$ cat src/rtl/circle_sort_pkg.sv
// -----------------------------------------------------------------------------
// circle_sort_pkg
// Shared definitions for the circle-rotate/sum/sort engine protocol: frame and
// result geometry, host FSM state encoding and the error codes reported by the
// host (also used by engine-side RTL and benches).
// No ports (package).
// -----------------------------------------------------------------------------
package circle_sort_pkg;

  localparam int NUM_PIX = 8;
  localparam int PIX_W   = 5;
  localparam int SUM_W   = 6;
  localparam int CHK_W   = 9;
  localparam int IDX_W   = 3;
  localparam int FRAME_W = NUM_PIX * PIX_W;
  localparam int RES_W   = NUM_PIX * SUM_W;

  typedef enum logic [2:0] {
    ST_IDLE  = 3'd0,
    ST_SEND1 = 3'd1,
    ST_SEND2 = 3'd2,
    ST_WAIT  = 3'd3,
    ST_RECV  = 3'd4,
    ST_CHECK = 3'd5,
    ST_DONE  = 3'd6
  } csh_state_e;

  localparam logic [2:0] ERR_NONE    = 3'd0;
  localparam logic [2:0] ERR_EARLY   = 3'd1;
  localparam logic [2:0] ERR_TIMEOUT = 3'd2;
  localparam logic [2:0] ERR_GAP     = 3'd3;
  localparam logic [2:0] ERR_ORDER   = 3'd4;
  localparam logic [2:0] ERR_CHKSUM  = 3'd5;

  // Pixel i of a packed frame; pixel 0 sits in the low bits.
  function automatic logic [PIX_W-1:0] frame_pix(input logic [FRAME_W-1:0] f,
                                                 input logic [IDX_W-1:0]   i);
    return f[i*PIX_W +: PIX_W];
  endfunction

  // Only the first error of a transaction is reported.
  function automatic logic [2:0] keep_first_err(input logic [2:0] cur,
                                                input logic [2:0] nxt);
    return (cur == ERR_NONE) ? nxt : cur;
  endfunction

endpackage

$ cat src/rtl/circle_sort_host_rx_checker.sv
// -----------------------------------------------------------------------------
// csh_rx_checker
// Receive side of circle_sort_host: stores the 8 result beats, flags a beat
// that is smaller than its predecessor, and (with CSH_CHECKSUM_EN defined)
// compares the sum of received beats against the sum of all transmitted pixels.
// Ports:
//   clk, rst        clock, synchronous active-high reset
//   clr             clear stored beats/accumulator (accepted start)
//   cap, idx, beat  capture beat 'beat' into slot 'idx' this cycle
//   frame1, frame2  latched frames (only with CSH_CHECKSUM_EN)
//   result          captured beats, beat k at [6k+5:6k]
//   order_bad       combinational: beat being captured is below the previous one
//   sum_bad         combinational: checksum mismatch (always 0 without the macro)
// -----------------------------------------------------------------------------
module csh_rx_checker
  import circle_sort_pkg::*;
(
  input  logic               clk,
  input  logic               rst,
  input  logic               clr,
  input  logic               cap,
  input  logic [IDX_W-1:0]   idx,
  input  logic [SUM_W-1:0]   beat,
`ifdef CSH_CHECKSUM_EN
  input  logic [FRAME_W-1:0] frame1,
  input  logic [FRAME_W-1:0] frame2,
`endif
  output logic [RES_W-1:0]   result,
  output logic               order_bad,
  output logic               sum_bad
);

  logic [RES_W-1:0] result_q, result_d;
  logic [IDX_W-1:0] prev_idx;
  logic [SUM_W-1:0] prev_beat;

  always_comb begin
    result_d = result_q;
    if (clr) begin
      result_d = '0;
    end else if (cap) begin
      result_d[idx*SUM_W +: SUM_W] = beat;
    end
  end

  // Beats arrive on consecutive cycles, so slot idx-1 already holds the
  // predecessor when beat idx is presented.
  assign prev_idx  = idx - 1'b1;
  assign prev_beat = result_q[prev_idx*SUM_W +: SUM_W];
  assign order_bad = cap && (idx != '0) && (beat < prev_beat);
  assign result    = result_q;

`ifdef CSH_CHECKSUM_EN
  logic [CHK_W-1:0] acc_q, acc_d;
  logic [CHK_W-1:0] pix_sum;

  // Rotation only permutes pixels, so the beat total must equal the pixel total.
  always_comb begin
    pix_sum = '0;
    for (int i = 0; i < NUM_PIX; i++) begin
      pix_sum = pix_sum + CHK_W'(frame1[i*PIX_W +: PIX_W])
                        + CHK_W'(frame2[i*PIX_W +: PIX_W]);
    end
  end

  always_comb begin
    acc_d = acc_q;
    if (clr) begin
      acc_d = '0;
    end else if (cap) begin
      acc_d = acc_q + CHK_W'(beat);
    end
  end

  assign sum_bad = (acc_q != pix_sum);

  always_ff @(posedge clk) begin
    if (rst) begin
      acc_q <= '0;
    end else begin
      acc_q <= acc_d;
    end
  end
`else
  assign sum_bad = 1'b0;
`endif

  always_ff @(posedge clk) begin
    if (rst) begin
      result_q <= '0;
    end else begin
      result_q <= result_d;
    end
  end

endmodule

$ cat src/rtl/circle_sort_host.sv
// -----------------------------------------------------------------------------
// circle_sort_host
// Initiator for the circle-rotate/sum/sort engine. On start it latches two
// 8-pixel frames and two rotation indices, streams 16 pixels to the engine,
// waits (bounded by TIMEOUT) for the 8-beat sorted result, checks it and
// reports pass/err with a one-cycle done pulse.
// Optional feature: define CSH_CHECKSUM_EN to add the pixel/beat checksum
// comparison (err=5); without it err=5 is never produced.
// Ports:
//   clk, rst                 clock, synchronous active-high reset
//   start                    1-cycle request, honoured only in IDLE
//   cfg_circle1/2            rotation indices, latched on start
//   frame1_data/frame2_data  packed pixels, pixel i at [5i+4:5i]
//   circle1/2, in, in_valid  engine input stream (all registered)
//   dut_out, dut_out_valid   engine result stream
//   busy, done, pass, err    status; pass/err held until next start
//   result                   captured beats, beat k at [6k+5:6k]
// -----------------------------------------------------------------------------
module circle_sort_host
  import circle_sort_pkg::*;
#(
  parameter int TIMEOUT = 100
)(
  input  logic               clk,
  input  logic               rst,
  input  logic               start,
  input  logic [2:0]         cfg_circle1,
  input  logic [2:0]         cfg_circle2,
  input  logic [FRAME_W-1:0] frame1_data,
  input  logic [FRAME_W-1:0] frame2_data,
  output logic [2:0]         circle1,
  output logic [2:0]         circle2,
  output logic [PIX_W-1:0]   in,
  output logic               in_valid,
  input  logic [SUM_W-1:0]   dut_out,
  input  logic               dut_out_valid,
  output logic               busy,
  output logic               done,
  output logic               pass,
  output logic [2:0]         err,
  output logic [RES_W-1:0]   result
);

  localparam int CNT_W = (TIMEOUT > 1) ? $clog2(TIMEOUT) : 1;
  localparam logic [CNT_W-1:0] CNT_LAST  = CNT_W'(TIMEOUT - 1);
  localparam logic [IDX_W-1:0] LAST_BEAT = IDX_W'(NUM_PIX - 1);

  csh_state_e         state_q, state_d;
  logic [IDX_W-1:0]   beat_q, beat_d, nxt_beat;
  logic [CNT_W-1:0]   cnt_q, cnt_d;
  logic [FRAME_W-1:0] f1_q, f1_d, f2_q, f2_d;
  logic [2:0]         circle1_q, circle1_d, circle2_q, circle2_d;
  logic [PIX_W-1:0]   in_q, in_d;
  logic               in_valid_q, in_valid_d;
  logic               busy_q, busy_d, done_q, done_d, pass_q, pass_d;
  logic [2:0]         err_q, err_d;
  logic               to_done;

  logic               rx_clr, rx_cap, order_bad, sum_bad;

  assign nxt_beat = beat_q + 1'b1;

  always_comb begin
    state_d    = state_q;
    beat_d     = beat_q;
    cnt_d      = cnt_q;
    f1_d       = f1_q;
    f2_d       = f2_q;
    circle1_d  = 3'd0;
    circle2_d  = 3'd0;
    in_d       = '0;
    in_valid_d = 1'b0;
    busy_d     = busy_q;
    done_d     = 1'b0;
    pass_d     = pass_q;
    err_d      = err_q;
    to_done    = 1'b0;
    rx_clr     = 1'b0;
    rx_cap     = 1'b0;

    case (state_q)
      ST_IDLE: begin
        if (start) begin
          // Outputs are registered, so beat 0 is taken straight from the ports.
          state_d    = ST_SEND1;
          beat_d     = '0;
          f1_d       = frame1_data;
          f2_d       = frame2_data;
          circle1_d  = cfg_circle1;
          circle2_d  = cfg_circle2;
          in_d       = frame_pix(frame1_data, '0);
          in_valid_d = 1'b1;
          busy_d     = 1'b1;
          pass_d     = 1'b0;
          err_d      = ERR_NONE;
          rx_clr     = 1'b1;
        end
      end

      ST_SEND1: begin
        if (dut_out_valid) begin
          err_d   = keep_first_err(err_q, ERR_EARLY);
          to_done = 1'b1;
        end else if (beat_q == LAST_BEAT) begin
          state_d    = ST_SEND2;
          beat_d     = '0;
          in_d       = frame_pix(f2_q, '0);
          in_valid_d = 1'b1;
        end else begin
          beat_d     = nxt_beat;
          in_d       = frame_pix(f1_q, nxt_beat);
          in_valid_d = 1'b1;
        end
      end

      ST_SEND2: begin
        if (dut_out_valid) begin
          err_d   = keep_first_err(err_q, ERR_EARLY);
          to_done = 1'b1;
        end else if (beat_q == LAST_BEAT) begin
          state_d = ST_WAIT;
          beat_d  = '0;
          cnt_d   = '0;
        end else begin
          beat_d     = nxt_beat;
          in_d       = frame_pix(f2_q, nxt_beat);
          in_valid_d = 1'b1;
        end
      end

      ST_WAIT: begin
        // A valid on the last permitted wait cycle still counts as on time.
        if (dut_out_valid) begin
          rx_cap  = 1'b1;
          state_d = ST_RECV;
          beat_d  = 3'd1;
        end else if (cnt_q == CNT_LAST) begin
          err_d   = keep_first_err(err_q, ERR_TIMEOUT);
          to_done = 1'b1;
        end else begin
          cnt_d = cnt_q + 1'b1;
        end
      end

      ST_RECV: begin
        if (dut_out_valid) begin
          rx_cap = 1'b1;
          if (order_bad) begin
            err_d = keep_first_err(err_q, ERR_ORDER);
          end
          if (beat_q == LAST_BEAT) begin
            state_d = ST_CHECK;
          end else begin
            beat_d = nxt_beat;
          end
        end else begin
          err_d   = keep_first_err(err_q, ERR_GAP);
          to_done = 1'b1;
        end
      end

      ST_CHECK: begin
        if (dut_out_valid) begin
          err_d = keep_first_err(err_q, ERR_GAP);
        end else if (sum_bad) begin
          err_d = keep_first_err(err_q, ERR_CHKSUM);
        end
        to_done = 1'b1;
      end

      ST_DONE: begin
        busy_d  = 1'b0;
        state_d = ST_IDLE;
      end

      default: begin
        state_d = ST_IDLE;
        busy_d  = 1'b0;
      end
    endcase

    if (to_done) begin
      state_d = ST_DONE;
      done_d  = 1'b1;
      pass_d  = (err_d == ERR_NONE);
    end
  end

  // ---- control / output register stage ----
  always_ff @(posedge clk) begin
    if (rst) begin
      state_q    <= ST_IDLE;
      beat_q     <= '0;
      cnt_q      <= '0;
      circle1_q  <= 3'd0;
      circle2_q  <= 3'd0;
      in_q       <= '0;
      in_valid_q <= 1'b0;
      busy_q     <= 1'b0;
      done_q     <= 1'b0;
      pass_q     <= 1'b0;
      err_q      <= ERR_NONE;
    end else begin
      state_q    <= state_d;
      beat_q     <= beat_d;
      cnt_q      <= cnt_d;
      circle1_q  <= circle1_d;
      circle2_q  <= circle2_d;
      in_q       <= in_d;
      in_valid_q <= in_valid_d;
      busy_q     <= busy_d;
      done_q     <= done_d;
      pass_q     <= pass_d;
      err_q      <= err_d;
    end
  end

  // ---- latched frame data (no reset needed; loaded on every start) ----
  always_ff @(posedge clk) begin
    f1_q <= f1_d;
    f2_q <= f2_d;
  end

  csh_rx_checker u_rx (
    .clk       (clk),
    .rst       (rst),
    .clr       (rx_clr),
    .cap       (rx_cap),
    .idx       (beat_q),
    .beat      (dut_out),
`ifdef CSH_CHECKSUM_EN
    .frame1    (f1_q),
    .frame2    (f2_q),
`endif
    .result    (result),
    .order_bad (order_bad),
    .sum_bad   (sum_bad)
  );

  assign circle1  = circle1_q;
  assign circle2  = circle2_q;
  assign in       = in_q;
  assign in_valid = in_valid_q;
  assign busy     = busy_q;
  assign done     = done_q;
  assign pass     = pass_q;
  assign err      = err_q;

endmodule

$ cat config.mk
export PLATFORM = sky130hd
export DESIGN_NAME = circle_sort_host
export DESIGN_NICKNAME = d
export VERILOG_FILES = /design/src/rtl/circle_sort_pkg.sv /design/src/rtl/circle_sort_host_rx_checker.sv /design/src/rtl/circle_sort_host.sv
export SDC_FILE = /design/constraint.sdc
export NUM_CORES = 1
export LEC_CHECK = 0
export ABC_AREA = 1
export BUFFER_PORTS_ARGS = -buffer_cell sky130_fd_sc_hd__buf_4
export CAP_MARGIN = 5
export CORE_AREA = 2 2 133 135
export DETAILED_ROUTE_END_ITERATION = 10
export DIE_AREA = 0 0 135 137
export PLACE_DENSITY_LB_ADDON = 0.3
export SLEW_MARGIN = 20
export SYNTH_ARGS = -nofsm -noshare
export SYNTH_HDL_FRONTEND = slang
export SYNTH_SLANG_ARGS = --single-unit
$ cat constraint.sdc
create_clock -name clk -period 6.8 [get_ports clk]
set_input_delay 0.34 -clock clk [delete_from_list [all_inputs] [get_ports clk]]
set_output_delay 0.34 -clock clk [all_outputs]
set_load 0.1 [all_outputs]
# Word level (Yosys, flattened, before mapping)
# Index checks and enable logic that the tools add are counted.
[totals] ff_bits=159 in_bits=96 output_inout_bits=66
[op_classes] addsub=4 n_mul=3 n_lt_le_gt_ge=1 eq_ne=28 shifts=5 n_mux=58 bitwise_logic=4 n_reduce_logical=23
[op_table] cell="40-bit by 7-bit indexed part select with 5-bit output" count=2
[op_table] cell="3-bit 2-to-1 mux" count=26
[op_table] cell="48-bit bitwise mux" count=1
[op_table] cell="6-bit by 34-bit variable shift with 48-bit output (first input constant)" count=1
[op_table] cell="48-bit by 7-bit indexed part select with 6-bit output" count=1
[op_table] cell="6-bit by 34-bit indexed part select with 48-bit output" count=1
[op_table] cell="6-bit negation with 34-bit output" count=1
[op_table] cell="7-bit 2-to-1 mux" count=4
[op_table] cell="2-bit != test (second input constant)" count=13
[op_table] cell="5-bit 2-to-1 mux" count=5
[op_table] cell="3-bit != test (second input constant)" count=8
[op_table] cell="3-bit one-hot mux with 6 select lines" count=1
[op_table] cell="9-bit AND reduction" count=2
[op_table] cell="3-bit one-hot mux with 5 select lines" count=1
[op_table] cell="5-bit one-hot mux with 3 select lines" count=1
[op_table] cell="1-bit 2-to-1 mux" count=14
[op_table] cell="7-bit one-hot mux with 2 select lines" count=1
[op_table] cell="3-bit one-hot mux with 4 select lines" count=1
[op_table] cell="3-bit by 2-bit multiplier with 5-bit output (second input constant)" count=2
[op_table] cell="3-bit equality test (second input constant)" count=3
[op_table] cell="3-bit zero test" count=3
[op_table] cell="2-bit OR reduction" count=4
[op_table] cell="7-bit by 1-bit adder with 7-bit output (second input constant)" count=1
[op_table] cell="7-bit equality test (second input constant)" count=1
[op_table] cell="19 further kinds" count=28

# Depth between registers and ports, before layout
[logic_depth] ltp_word=10 mapped_depth=22 ltp_nobuf=18

# Modules after synthesis
# From an unflattened synthesis, not the netlist that was laid out.
[unflattened] hier_cells=1047 hier_area_um2=8421.8
[modules_own_cells] module="circle_sort_host" n_inst=1 cells_each=487 area_per_inst_um2=4885.9 seq_area_each_um2=3022.9
[modules_own_cells] module="csh_rx_checker" n_inst=1 cells_each=560 area_per_inst_um2=3535.9 seq_area_each_um2=960.9

# Least setup slack after synthesis
# OpenSTA, ideal clock, no wires.
[synth_path] kind="register -> register" from="register beat_q[0]" to="register pass_q (netlist: pass)" arrival_ns=3.376 required_time_ns=6.684 slack_ns=3.307 stages_incl_launch_ff=21 path_buffers=6 cell_sequence="dfxtp_1 buf_6 clkinv_1 buf_2 buf_1 ha_1 buf_4 nor2_8 buf_2 buf_1 a21oi_1 a32o_1 ha_1 a21oi_1 nor2_1 nor4_1 nand2_1 nand2_1 nand2_1 nand2_1 nand2_1"
[synth_via] elab_chain_len=10 word_cells_on_any_way=12
[synth_rtl] element="start: declaration" line_no="circle_sort_host.sv:49" rtl="logic [IDX_W-1:0] beat_q, beat_d, nxt_beat;"
[synth_rtl] element="start signal: assignment" line_no="circle_sort_host.sv:205" rtl="beat_q <= beat_d;"
[synth_rtl] element="3-bit by 1-bit subtractor with 3-bit output" line_no="circle_sort_host_rx_checker.sv:48" rtl="assign prev_idx = idx - 1'b1;"
[synth_rtl] element="3-bit by 2-bit multiplier with 5-bit output" line_no="circle_sort_host_rx_checker.sv:49" rtl="assign prev_beat = result_q[prev_idx*SUM_W +: SUM_W];"
[synth_rtl] element="48-bit by 7-bit indexed part select with 6-bit output" line_no="circle_sort_host_rx_checker.sv:49"
[synth_rtl] element="6-bit less-than comparator" line_no="circle_sort_host_rx_checker.sv:50" rtl="assign order_bad = cap && (idx != '0) && (beat < prev_beat);"
[synth_rtl] element="1-bit logical AND *" line_no="circle_sort_host_rx_checker.sv:50"
[synth_rtl] element="3-bit 2-to-1 mux *" line_no="circle_sort_host.sv:148" rtl="if (order_bad) begin"
[synth_rtl] element="3-bit 2-to-1 mux *" line_no="circle_sort_host.sv:146" rtl="if (dut_out_valid) begin"
[synth_rtl] element="3-bit one-hot mux with 5 select lines *" line_no="circle_sort_host.sv:81" rtl="case (state_q)"
[synth_rtl] element="3-bit zero test *" line_no="circle_sort_host.sv:185" rtl="pass_d = (err_d == ERR_NONE);"
[synth_rtl] element="1-bit 2-to-1 mux *" line_no="circle_sort_host.sv:182" rtl="if (to_done) begin"
[synth_rtl] element="end signal: assignment" line_no="circle_sort_host.sv:213" rtl="pass_q <= pass_d;"
[synth_rtl] element="end: declaration" line_no="circle_sort_host.sv:55" rtl="logic busy_q, busy_d, done_q, done_d, pass_q, pass_d;"
# Mark *: on every way between the ends. The rest lies on a longest branch, timed or not.
# A chain may end at the register's enable or synchronous reset.

# Final worst setup path
[layout_path] from="register beat_q[1]" to="register pass_q (netlist: pass)"
# Same word-level chain as after synthesis.

==> impl_metrics.toml <==
[worst_setup_path]
cp_max_fo = 27
path_class = "flop to flop"
endpoint_kind = "flop"
required_ns = 7.13
cp_slowest_cell = "inv_2"
cp_cell_sequence = "inv_1, ha_1, buf_4, inv_2, nand2_1, inv_2, nand2_1, a32o_1, ha_1, a21oi_1, nor2_1, nor4_1, nand2_1, nand2_1, nand2_1, nand2_1, nand2_1"
critical_path.most_common_cell = "nand2_1"
cp_data_arrival_time_ns = 4.17
startpoint_type = "flop"
slowest_delay_ns = 0.51

[timing]
finalHoldViolCount = 0
finalSetupViolCount = 0
worst_pin_slew_ns = 1.068
setup-tns-final_ns = 0
drv_slew = 0
min_period_over_period = 0.5648
clock_skew_ns = 0.01106
min_period_ns = 3.840
fmax_ghz = 0.2604
relSlewSlack = 0.2879
rsz0062_at_grt = "false"

[global_routing]
grt_max_degree = 88
overflow = 0
grt_util_all_layers = 0.2511
grt_pass1_vias = 6742
antenna_found_initial = 0
grt_pass1_wl_um = 35540

[synthesis]
synth_ff_type = "edfxtp_1"
synth_top_cell_by_area = "edfxtp_1"
synth.most_common_cell = "nand2_1"
yosys_warnings = 0
yosysSeqAreaShare = 0.5024
async_flop_share = 0
postSynthAreaPerCell_sq_um = 8.445
syn_inst = 939
yosysTopAreaCellShare = 0.3029
ys_types = 54
netlist_area_sq_mm = 0.007930
synthTopCellsByCount = "nand2_1, nor2_1, o21ai_0"
yosys_register_bits = 159
synth-edff-count = 80
synth.net_count = 1049
synth_area_leaders = "edfxtp_1, dfxtp_1, nand2_1, o21ai_0, nor2_1"

[final_layout]
final_cell_area_sq_mm = 0.009879
area_growth_syn_to_layout_pct = 24.58
layout.nets = 1198
diodes = 0
utilization = 0.5792
drive_gt1_frac = 0.2262

[routing]
vias_per_cell = 5.471
ant_nets = 0
vias = 7254
dr.pass1.iters = 7
drt_iter0_drc = 884
wire_per_inst_um = 17.45
drc = 0
routed_wl_um = 23140

[die]
die-area_sq_mm = 0.01850
pin_count = 162
fp.dieH_um = 137
rows = 48
die_x_um = 135
core_sq_mm = 0.01706
initial_core_util = 0.4649

[power_and_ir_drop]
vdd_drop_max_v = 0.0002308
power_switching_mw = 2.280
seq_power_share = 0.277
p_per_area_mw_per_mm2 = 463.4
swShare = 0.4980
p_comb_frac = 0.509
power_frac_clock = 0.214
intPower_mw = 2.298
p_leak_nw = 4.164

[clocking]
cts_tree = "built"
path_clk_slew_ns = 0.08
postCtsSetupBuffers = 0
clk_path_buf_depth = 2
clk_latency_ns = 0.44
root_buffer = "clkbuf_16"
cts-resized-gates = 0
clock-sinks = 159
numCtsBuffers = 17
ctsHoldBuffers = 0
h-tree-depth = 4

[placed_design]
io_buffers = 161
dpl.hpwl_um = 16760
placed_cell_area_sq_mm = 0.009274
place_congestion = 0.9932

[flow_run]
maxCapViolCount = 0

[hold_path]
holdCritPathClass = "input port to flop"

[outcome]
status = "finished, final reports clean"
[per-stage QoR]
stage	total power [mW]	setup slack [ns]	cells	hold slack, ns
finish	4.579	2.960	1326	0.06733
global route	4.827	2.568	1326	0.06558
CTS	4.551	3.001	1326	0.06552
detailed placement	3.571	3.016	1294	0.4648
global placement	3.553	3.138	1294	0.4649
floorplan	3.026	3.307	939	0.4389
[routing by layer]
metal | global-route usage | vias to the layer above | share of wire
li1 | - | 3495 | -
met1 | 0.3311 | 3284 | 0.41
met2 | 0.4067 | 410 | 0.46
met3 | 0.04444 | 65 | 0.089
met4 | 0.1111 | 0 | 0.038
met5 | 0 | - | 0
[critical path, delay by kind of cell (launching register included)]
kind | cells | cell delay, ns
compound gates | 2 | 0.42
flops | 1 | 0.40
simple gates | 9 | 1.13
buf+inv | 4 | 1.16
fa+ha+maj | 2 | 0.56
[power groups by stage]
stage	clock (mW)	combinational, mW	sequential (mW)
2_1_floorplan	0	1.53	1.50
3_3_place_gp	0	2.27	1.29
3_5_place_dp	0	2.28	1.29
4_1_cts	0.989	2.29	1.27
5_1_grt	1.03	2.51	1.28
6_report	0.981	2.33	1.27
[layout by cell type, fill, tap and decap left out, types with 3 or more instances in the layout]
cell	instances
o22ai_1	5
o31ai_1	3
edfxtp_1	80
o21ai_1	6
nor2_8	3
nand3_2	4
clkbuf_16	17
nor2_4	6
o2111ai_1	6
nor3_1	6
ha_1	13
inv_8	5
nand2_4	4
nor2_1	116
inv_1	93
inv_2	10
a31oi_1	3
o21ai_0	95
a21oi_1	72
o211ai_1	16
nand2_1	174
nand4_1	11
a22oi_1	6
o221ai_1	3
nor3_2	3
inv_6	7
a21oi_2	3
nand2_2	9
nand3_1	43
buf_4	165
dfxtp_1	79
[area by class of cell]
cell class              instances  area (sq um)
inverters                     105         399.1
multi-input cells             640          3371
flip-flops and latches        159          3984
clock buffers                  17         425.4
repair buffers                165          1239
fillers                      1546          7177
well taps                     225         281.5
clock inverters                15         180.2
[worst paths after layout]
| check | from | to | slack [ns] | depth (start not counted) |
|---|---|---|---|---|
| max reg2reg | beat_q[1]$_SDFFE_PP0P_ | pass$_SDFFE_PP0P_ | 2.96 | 17 |
| max | beat_q[1]$_SDFFE_PP0P_ | pass$_SDFFE_PP0P_ | 2.96 | 17 |
| min | frame2_data[22] | f2_q[22]$_DFFE_PP_ | 0.07 | 1 |
| min reg2reg | busy$_SDFFE_PP0P_ | busy$_SDFFE_PP0P_ | 0.47 | 2 |
[sequential cells by signal, summed over array words and instances, names as in the netlist, 3 cells and up]
signal	cells
beat_q	3
circle1	3
circle2	3
cnt_q	7
err	3
f1_q	40
f2_q	40
in	5
state_q	3
u_rx.result	48
[logic make-up (layout without fill, tap and decap cells)]
| kind of cell | count (synthesis) | after routing | synth area share |
|---|---|---|---|
| AND/OR/NAND/NOR | 390 | 390 | 0.2294 |
| AO/OA/AOI/OAI | 233 | 233 | 0.1693 |
| flip-flops | 159 | 159 | 0.5024 |
| buffers and inverters | 140 | 302 | 0.07258 |
| adder cells (fa/ha/maj) | 14 | 14 | 0.02304 |
| XOR/XNOR | 3 | 3 | 0.003314 |
Power figures use the tool's default switching activity.
